**config.mk**
```make
export PLATFORM = sky130hd
export DESIGN_NAME = precision_adj_nch
export DESIGN_NICKNAME = d
export VERILOG_FILES = /design/src/rtl/precision_adj_nch.sv
export SDC_FILE = /design/constraint.sdc
export NUM_CORES = 2
export LEC_CHECK = 0
export ABC_AREA = 0
export CORE_UTILIZATION = 30
export CTS_BUF_LIST = sky130_fd_sc_hd__clkbuf_4 sky130_fd_sc_hd__clkbuf_8
export CTS_CLUSTER_SIZE = 12
export DETAILED_ROUTE_END_ITERATION = 8
export GPL_TIMING_DRIVEN = 0
export PLACE_DENSITY = 0.48
export SETUP_SLACK_MARGIN = 0.2
export SYNTH_ARGS = -nofsm -noshare
export SYNTH_HDL_FRONTEND = slang
export SYNTH_HIERARCHICAL = 1
export SYNTH_SLANG_ARGS = --single-unit
```
**constraint.sdc**
```tcl
create_clock -name clk -period 5.7 [get_ports clk]
set_clock_uncertainty 0.1 [all_clocks]
set_input_delay 0.57 -clock clk [delete_from_list [all_inputs] [get_ports clk]]
set_output_delay 0.57 -clock clk [all_outputs]
set_load 0.05 [all_outputs]
```
**src/rtl/precision_adj_nch.sv**
```systemverilog
// precision_adj_nch -- N-channel gain / precision adjust stage.
//
// Each channel sample is multiplied by a per-channel unsigned fixed-point
// coefficient (FRAC fractional bits). The product is shifted back by FRAC,
// optionally rounded, and saturated to DW bits. The sync enable and the bin
// counter travel alongside, so every output is exactly 4 cycles behind its
// input.
//
// Coefficients are double-buffered. Writes land in a shadow bank. A commit
// arms a transfer into the active bank, and that transfer happens only at the
// next frame start (en_sync_in=1 with cnt_sync_in==0). This way a spectrum
// never mixes old and new gains.
//
// Optional build macro: PRECISION_ADJ_ROUND_EN
//   defined   : round-half-up (add 2^(FRAC-1) before the shift)
//   undefined : plain arithmetic shift (floor)
//
// Ports:
//   clk, rst        clock, synchronous active-high reset
//   coef_wr/addr/data  shadow coefficient write (addr >= NCH ignored)
//   coef_commit     arm shadow->active transfer at next frame start
//   commit_pending  transfer armed but not yet applied
//   en_sync_in/out  sample-valid, delayed by 4
//   cnt_sync_in/out bin counter, delayed by 4
//   data_in/out     NCH x DW packed samples, channel n at [n*DW +: DW]
//   sat_flag        sticky per-channel saturation flags
//   sat_clr         clear all sat_flag bits (a simultaneous set wins)

// Per-channel datapath: S1 capture, S2 multiply, S3 shift/round,
// S4 saturate and register.
module precision_adj_lane #(
   parameter int DW   = 16,
   parameter int CW   = 16,
   parameter int FRAC = 8,
   parameter bit SGN  = 1'b0
) (
   input  logic          clk,
   input  logic          rst,
   input  logic [DW-1:0] din,
   input  logic [CW-1:0] coef,
   output logic [DW-1:0] dout,
   output logic          clamp
);
   localparam int PW = DW + CW + 1;   // full product width
   localparam int RW = PW - FRAC;     // width after the shift
`ifdef PRECISION_ADJ_ROUND_EN
   localparam logic signed [PW-1:0] HALF = PW'(1) << (FRAC - 1);
`endif
   localparam logic signed [RW-1:0] UMAX = {{(RW-DW){1'b0}}, {DW{1'b1}}};
   localparam logic signed [RW-1:0] SMAX = {{(RW-DW+1){1'b0}}, {(DW-1){1'b1}}};
   localparam logic signed [RW-1:0] SMIN = {{(RW-DW+1){1'b1}}, {(DW-1){1'b0}}};

   logic        [DW-1:0] d1;
   logic        [CW-1:0] c1;
   logic signed [PW-1:0] dx, cx, p2, rnd;
   logic signed [RW-1:0] r3;
   logic        [DW-1:0] sat_val;

   // Both operands are widened to the product width. A signed sample gets
   // sign extension and the coefficient is always zero-extended. The
   // multiply is then exact for both channel kinds.
   always_comb begin
      dx = {{(PW-DW){SGN & d1[DW-1]}}, d1};
      cx = {{(PW-CW){1'b0}}, c1};
   end

   always_comb begin
`ifdef PRECISION_ADJ_ROUND_EN
      rnd = p2 + HALF;
`else
      rnd = p2;
`endif
   end

   always_comb begin
      sat_val = r3[DW-1:0];
      clamp   = 1'b0;
      if (SGN) begin
         if (r3 > SMAX) begin
            sat_val = SMAX[DW-1:0];
            clamp   = 1'b1;
         end else if (r3 < SMIN) begin
            sat_val = SMIN[DW-1:0];
            clamp   = 1'b1;
         end
      end else begin
         // An unsigned product is never negative. The low clamp only
         // keeps the range check complete.
         if (r3 < 0) begin
            sat_val = '0;
            clamp   = 1'b1;
         end else if (r3 > UMAX) begin
            sat_val = UMAX[DW-1:0];
            clamp   = 1'b1;
         end
      end
   end

   always_ff @(posedge clk) begin
      if (rst) begin
         d1   <= '0;
         c1   <= '0;
         p2   <= '0;
         r3   <= '0;
         dout <= '0;
      end else begin
         d1   <= din;
         c1   <= coef;
         p2   <= dx * cx;
         r3   <= RW'(rnd >>> FRAC);
         dout <= sat_val;
      end
   end
endmodule

module precision_adj_nch #(
   parameter int             NCH         = 4,
   parameter int             DW          = 16,
   parameter int             CW          = 16,
   parameter int             FRAC        = 8,
   parameter int             CNT_W       = 9,
   parameter logic [NCH-1:0] SIGNED_MASK = NCH'(4'b1100),
   localparam int            AW          = (NCH > 1) ? $clog2(NCH) : 1
) (
   input  logic               clk,
   input  logic               rst,
   input  logic               coef_wr,
   input  logic [AW-1:0]      coef_addr,
   input  logic [CW-1:0]      coef_data,
   input  logic               coef_commit,
   output logic               commit_pending,
   input  logic               en_sync_in,
   input  logic [CNT_W-1:0]   cnt_sync_in,
   input  logic [NCH*DW-1:0]  data_in,
   output logic               en_sync_out,
   output logic [CNT_W-1:0]   cnt_sync_out,
   output logic [NCH*DW-1:0]  data_out,
   output logic [NCH-1:0]     sat_flag,
   input  logic               sat_clr
);
   localparam logic [CW-1:0] UNITY = CW'(1) << FRAC;

   logic [NCH-1:0][CW-1:0]    shadow, active, coef_sel;
   logic [NCH-1:0][DW-1:0]    din_arr, dout_arr;
   logic [NCH-1:0]            clamp;
   logic                      pending, frame_start, apply;
   logic [3:0]                en_pipe;   // [0]=S1 .. [3]=output
   logic [3:0][CNT_W-1:0]     cnt_pipe;

   assign frame_start    = en_sync_in && (cnt_sync_in == '0);
   assign apply          = frame_start && pending;
   assign commit_pending = pending;
   assign din_arr        = data_in;
   assign data_out       = dout_arr;
   assign en_sync_out    = en_pipe[3];
   assign cnt_sync_out   = cnt_pipe[3];

   // On an applying frame start, S1 takes the shadow bank directly, so the
   // boundary sample already uses the new gains. The shadow register still
   // holds its pre-write value in that cycle, so a write on the boundary is
   // not part of this transfer.
   assign coef_sel = apply ? shadow : active;

   always_ff @(posedge clk) begin
      if (rst) begin
         for (int n = 0; n < NCH; n++) begin
            shadow[n] <= UNITY;
            active[n] <= UNITY;
         end
         pending <= 1'b0;
      end else begin
         // An address >= NCH matches no channel, so the write is dropped.
         for (int n = 0; n < NCH; n++)
            if (coef_wr && coef_addr == AW'(n))
               shadow[n] <= coef_data;
         if (apply)
            active <= shadow;
         // A commit that arrives with the applying boundary re-arms for the
         // following boundary.
         pending <= apply ? coef_commit : (pending | coef_commit);
      end
   end

   always_ff @(posedge clk) begin
      if (rst) begin
         en_pipe  <= '0;
         cnt_pipe <= '0;
         sat_flag <= '0;
      end else begin
         en_pipe  <= {en_pipe[2:0], en_sync_in};
         cnt_pipe <= {cnt_pipe[2:0], cnt_sync_in};
         // en_pipe[2] belongs to the sample that S4 is saturating now.
         sat_flag <= (sat_flag & ~{NCH{sat_clr}}) | (clamp & {NCH{en_pipe[2]}});
      end
   end

   for (genvar n = 0; n < NCH; n++) begin : g_lane
      precision_adj_lane #(
         .DW   (DW),
         .CW   (CW),
         .FRAC (FRAC),
         .SGN  (SIGNED_MASK[n])
      ) u_lane (
         .clk   (clk),
         .rst   (rst),
         .din   (din_arr[n]),
         .coef  (coef_sel[n]),
         .dout  (dout_arr[n]),
         .clamp (clamp[n])
      );
   end
endmodule

```
# Word-level counts from Yosys, hierarchy flattened
# Index checks and enable logic that the tools add are counted.
# totals
n_memories	0
regBits	597
latchBits	0
ramBits	0
out_inout_bits	79
mem_bits_ro	0
wordCells	85
# classes
muxes	16
multipliers	4
eq_ne	3
n_shift	0
n_addsub	0
order_cmp	8
bitwise_logic	5
div	0
reduce_logical	12
# ops
op	count
$mul 16x17->33	2
$mul 16x16->32	2
$mux 16	4
$mux 64	1
$gt 25x16->1 const B	2
$gt 25x17->1 const B	2
$lt 25x1->1 const B	2
$lt 25x16->1 const B	2
$mux 15	2
$logic_not 9->1	1
$mux 1	9
$and 4x4->4	2
$reduce_or 2->1	4
$logic_and 1x1->1	6
$eq 2x2->1 const B	2
$not 4->4	1
$or 4x4->4	1
$eq 2x1->1 const B	1
$logic_not 2->1	1
$or 1x1->1	1

# Depth between registers and ports, before layout
# logic_depth
word_depth	5
ltp_mapped	22
mapped_depth_nobuf	21

# By module
# Netlist, hierarchy kept.
# modules_own_cells
module	seq_area_each_um2	cells_each	n_inst	area_per_inst_um2
precision_adj_lane at g_lane[3].u_lane	1961.9	1236	1	11410.9
precision_adj_lane at g_lane[2].u_lane	1961.9	1239	1	11374.7
precision_adj_lane at g_lane[1].u_lane	1921.8	1249	1	11255.8
precision_adj_lane at g_lane[0].u_lane	1921.8	1200	1	11010.6
precision_adj_nch	3463.3	750	1	7184.4

# Worst setup path after synthesis
# Ideal clock, no wire load.
# synth_path
path_type	register to register
from	register g_lane[2].u_lane.d1[7]
to	register g_lane[2].u_lane.p2[29]
arrival_ns	5.759
slack_ns	-0.282
path_stages_with_launch	22
required_ns	5.477
cell_sequence	dfxtp_1 > clkbuf_1 > nand2_1 > fa_1 > inv_1 > fa_1 > inv_1 > fa_1 > inv_1 > fa_1 > fa_1 > inv_1 > fa_1 > inv_1 > ha_1 > a21oi_2 > o221ai_2 > a311o_1 > a31o_2 > a21o_1 > a21oi_2 > mux2_1
# synth_via
elab_chain_cells	1
# synth_lines
element	line	text
from (decl)	53	logic [DW-1:0] d1;
from (signal assigned)	107	d1 <= din;
$mul 16x17->33	109	p2 <= dx * cx;
to (signal assigned)	109	
to (decl)	55	logic signed [PW-1:0] dx, cx, p2, rnd;
# No other way between the ends.
# A chain may end at the register's enable or synchronous reset.

# Worst setup path after layout
# layout_path
from	register g_lane[2].u_lane.c1[5]
to	register g_lane[2].u_lane.p2[29]
# layout_via
elab_chain_cells	1
# layout_lines
element	line	text
from (decl)	54	logic [CW-1:0] c1;
from (signal assigned)	108	c1 <= coef;
$mul 16x17->33	109	
# No other way between the ends.

==> impl_results.md <==
* Outcome: finished with violations
* Failing checks: negative setup slack
* Slew headroom at 45.29%
* Hold Crit Class: in2reg
* Clock period minus worst slack at 5.944 ns
* # rows at 152
* Worst-Margin Slew at 0.8206 ns
* Comb pwr share at 12.9%
* Cts bufs inserted at 100
* Routed vias/inst at 4.533
* Detailed placement HPWL at 120000 um
* Reg2reg end: g_lane[2].u_lane/p2[29]
* Largest family of logic cells by synthesized area: adder cells
* Drt drc at 0
* GR peak layer: met2
* Maximum vdd drop at 0.0001671 V
* Sink Count at 561
* Hold path depth at 2
* Crit Path Class: reg2reg
* Sw Ratio at 28.50%
* Final Hold Viols at 0
* Synthesis-stage register bit count at 561
* Slowest stage delay, CP at 0.56 ns
* Total number of vias at 39.27k
* CTS root buffer: clkbuf_8
* Ys flop type: dfxtp_1
* Final setup viols at 36
* Fin util at 38.80%
* Die area at 175800 um^2
* Met3 GRT Util at 2.639%
* Synth top area share at 29.59%
* FILL cells at 17.47k
* Crit Reg-Reg Startpoint: g_lane[2].u_lane/c1[5]
* CP Launch Type: flop
* Number of distinct library cells after synthesis at 95
* Initial antenna violation count at 16
* Hold EP: g_lane[2].u_lane/d1[11]
* GRT Overall Usage at 18.07%
* CP Cell Sequence: buf_8 > and2_4 > fa_1 > inv_2 > fa_2 > fa_1 > fa_1 > inv_2 > fa_1 > inv_2 > fa_1 > inv_2 > ha_4 > nand4_4 > o221ai_4 > a311o_1 > a31o_2 > a21o_1 > a21oi_2 > mux2_4
* Vias in the first global route at 41.81k
* R2R depth at 20
* Min-delay src: data_in[43]
* Ranking of synthesized cells by area: fa_1 30%, dfxtp_1 21%, ha_1 11%
* Mapped Cells at 5674
* Number of enable flip-flop cells after synthesis at 0
* Sequential power share at 43.0%
* Yosys warnings at 6
* Delay-heaviest family, CP: adder cells
* IO Port Bufs at 172
* Worst R2R Setup Slack at -0.24 ns
* Final period util at 104.3%
* Die Height at 419.3 um
* WP data arrival at 6.56 ns
* I/O pins at 176
* Ratio of cells with drive above 1 in the final layout at 20.85%
* CP endpoint kind: flop
* NumNets Final at 7573
* CP Max Fanout at 6
* Post-Place Setup Slack at -1.025 ns
* Static Leak at 30.91 nW
* 1st-pass router iterations at 5
* Count leader, synth: inv_1
* Pwr Total at 0.009548 W
* Final worst slack at -0.2439 ns
* Synth Area in Compound Gates at 5.301%
* Met1 Resource Use GR at 23.11%
* GP Congestion at 0.8602
* FFs w/ async S/R, synth at 0%
* CTS tree: yes
* Final ANT Viol Nets at 0
* Clk pwr share at 44.2%
* Peak Freq at 168.2 MHz
* PwrDens at 142.8 nW/um^2
* Pin count of the biggest net entering global routing at 19
* NetSw at 0.002721 W
* Reg clk slew, reported paths at 0.09 ns
* Routed WL at 156800 um
* RSZ-0062 raised after global routing: yes
* Area growth from synthesis to layout at 28.00%
* Post-synthesis xor/xnor area fraction at 1.157%
* Mapped cell area at 52240 um^2
* Syn nets at 6983
* Starting Density at 30.32%
* Adder-Cell Fraction of Synth Area at 40.13%
* Critical-path top delay cell: fa_2
* Post-synthesis mux area share at 2.910%
* Synth cell count leaders: 958 x inv_1, 772 x fa_1, 722 x nand2_1, 561 x dfxtp_1, 454 x and2_1
* Htree depth at 3
* Synth Area in Simple Gates at 20.01%
* Global-route wire length before repair at 242100 um
* Met2 usage at 30.69%
* Int Power at 0.006827 W
* Routed length per instance at 18.10 um
* Biggest area consumer among synthesized cells: fa_1
* # hold bufs at CTS at 0
* Most numerous cell on the critical path: fa_1
* Max cap viols at 0
* Max Root-Sink Buffers at 3
* WP buf/inv at 5
* Iter 0 DRT Violations at 1749
* Core box area at 172300 um^2
* DIE WIDTH at 419.3 um
* Clock latency on the worst-skew pair at 0.89 ns
* Synth Area per Inst at 9.206 um^2
* Total congestion overflow at 0
* CP required at 6.32 ns
* Max-slew violation count at 0
* Post-synthesis sequential area ratio at 21.50%
==> flip-flops by register name, indices dropped and copies added, names as in the netlist, 27 cells and up <==
name,cells
g_lane.u_lane/r3,98
g_lane.u_lane/p2,98
shadow,64
active,64
g_lane.u_lane/dout,64
cnt_pipe,27
g_lane.u_lane/c1,64
g_lane.u_lane/d1,64
==> how the worst max path moves through the flow <==
stage	startpoint	to	slack, ns	cells after the start
floorplan	g_lane[2].u_lane/d1[4]	g_lane[2].u_lane/p2[29]	0.09	20
global route	g_lane[3].u_lane/d1[4]	g_lane[3].u_lane/p2[28]	-0.39	20
CTS	g_lane[2].u_lane/d1[4]	g_lane[2].u_lane/p2[26]	-0.28	20
global placement	g_lane[3].u_lane/c1[1]	g_lane[3].u_lane/p2[30]	-0.97	20
detailed placement	g_lane[3].u_lane/c1[2]	g_lane[3].u_lane/p2[30]	-1.02	20
finish	g_lane[2].u_lane/c1[5]	g_lane[2].u_lane/p2[29]	-0.24	20
==> stage by stage <==
stage	area, um^2	hold slack [ns]	setup TNS, ns	cells
after global routing	66860	0.08825	-12.35	8661
after CTS	64980	0.02889	-4.018	8566
after detailed placement	58030	0.3204	-42.75	8156
after floorplan	53430	0.3138	0	5674
after global placement	58040	0.3166	-41.28	8156
final	66860	0.1271	-3.764	8663
==> per-layer routing <==
| layer | vias up | wire [um] |
|---|---|---|
| met5 | - | 19 |
| met4 | 2 | 5205 |
| met3 | 236 | 6863 |
| met2 | 769 | 76170 |
| met1 | 19740 | 68550 |
| li1 | 18520 | - |
==> layout by cell type (no fill, tap or decap), types with 100 or more instances in the layout <==
cell and n:
fa_1 716, inv_1 876, clkbuf_8 171, nand2_1 684, nand2b_1 148, dfxtp_4 115, nor2_1 271, nor2b_1 285
and2_1 404, buf_4 238, a21oi_1 100, ha_1 387, clkdlybuf4s50_1 171, dfxtp_1 437
==> cell type report <==
class                      instances  area [um^2]  share of cell area (%)
clock buffer                     150         1889                   2.826
sequential                       561        11670                   17.46
tap                             2310         2890                   4.323
buffer                           260         3023                   4.521
antenna                            9        22.52                 0.03368
clock inverter                    32        355.3                  0.5315
inverter                         960         3603                   5.389
multi-input combinational       3893        38790                   58.01
timing repair buffer             488         4617                   6.905
==> power by group through the flow <==
stage | registers (W) | logic, W | clock network [W]
after floorplan | 0.00426 | 0.000558 | 0
after global placement | 0.00425 | 0.00101 | 0
after detailed placement | 0.00425 | 0.00102 | 0
after CTS | 0.00411 | 0.00118 | 0.00441
after global routing | 0.00411 | 0.00134 | 0.00457
final | 0.00410 | 0.00123 | 0.00422
==> cell families after synthesis <==
| logic type | after synthesis |
|---|---|
| AND/OR/NAND/NOR | 2067 |
| buffers and inverters | 1220 |
| adder cells (fa/ha/maj) | 1212 |
| flip-flops | 561 |
| AO/OA/AOI/OAI | 403 |
| multiplexers | 142 |
| XOR/XNOR | 69 |
==> what timing repair did <==
| item | 4_1_cts | 5_1_grt |
|---|---|---|
| setup endpoints to repair | 88 | 82 |
| pin swaps | 268 | 259 |
| endpoints found under the hold margin | 0 | 0 |
| gates resized for setup | 693 | 314 |
| cloned | 4 | 0 |
| buffers inserted | 224 | 88 |
==> worst reg2reg max path, cell delays in order (launching register included) <==
cell and delay [ns]:
dfxtp_4 0.37, buf_8 0.14, and2_4 0.15, fa_1 0.54
inv_2 0.05, fa_2 0.56, fa_1 0.44, fa_1 0.51
inv_2 0.06, fa_1 0.56, inv_2 0.05, fa_1 0.53
inv_2 0.05, ha_4 0.26, nand4_4 0.10, o221ai_4 0.12
a311o_1 0.28, a31o_2 0.25, a21o_1 0.21, a21oi_2 0.18
mux2_4 0.31
Note: power is estimated with default switching activity, not from simulation.
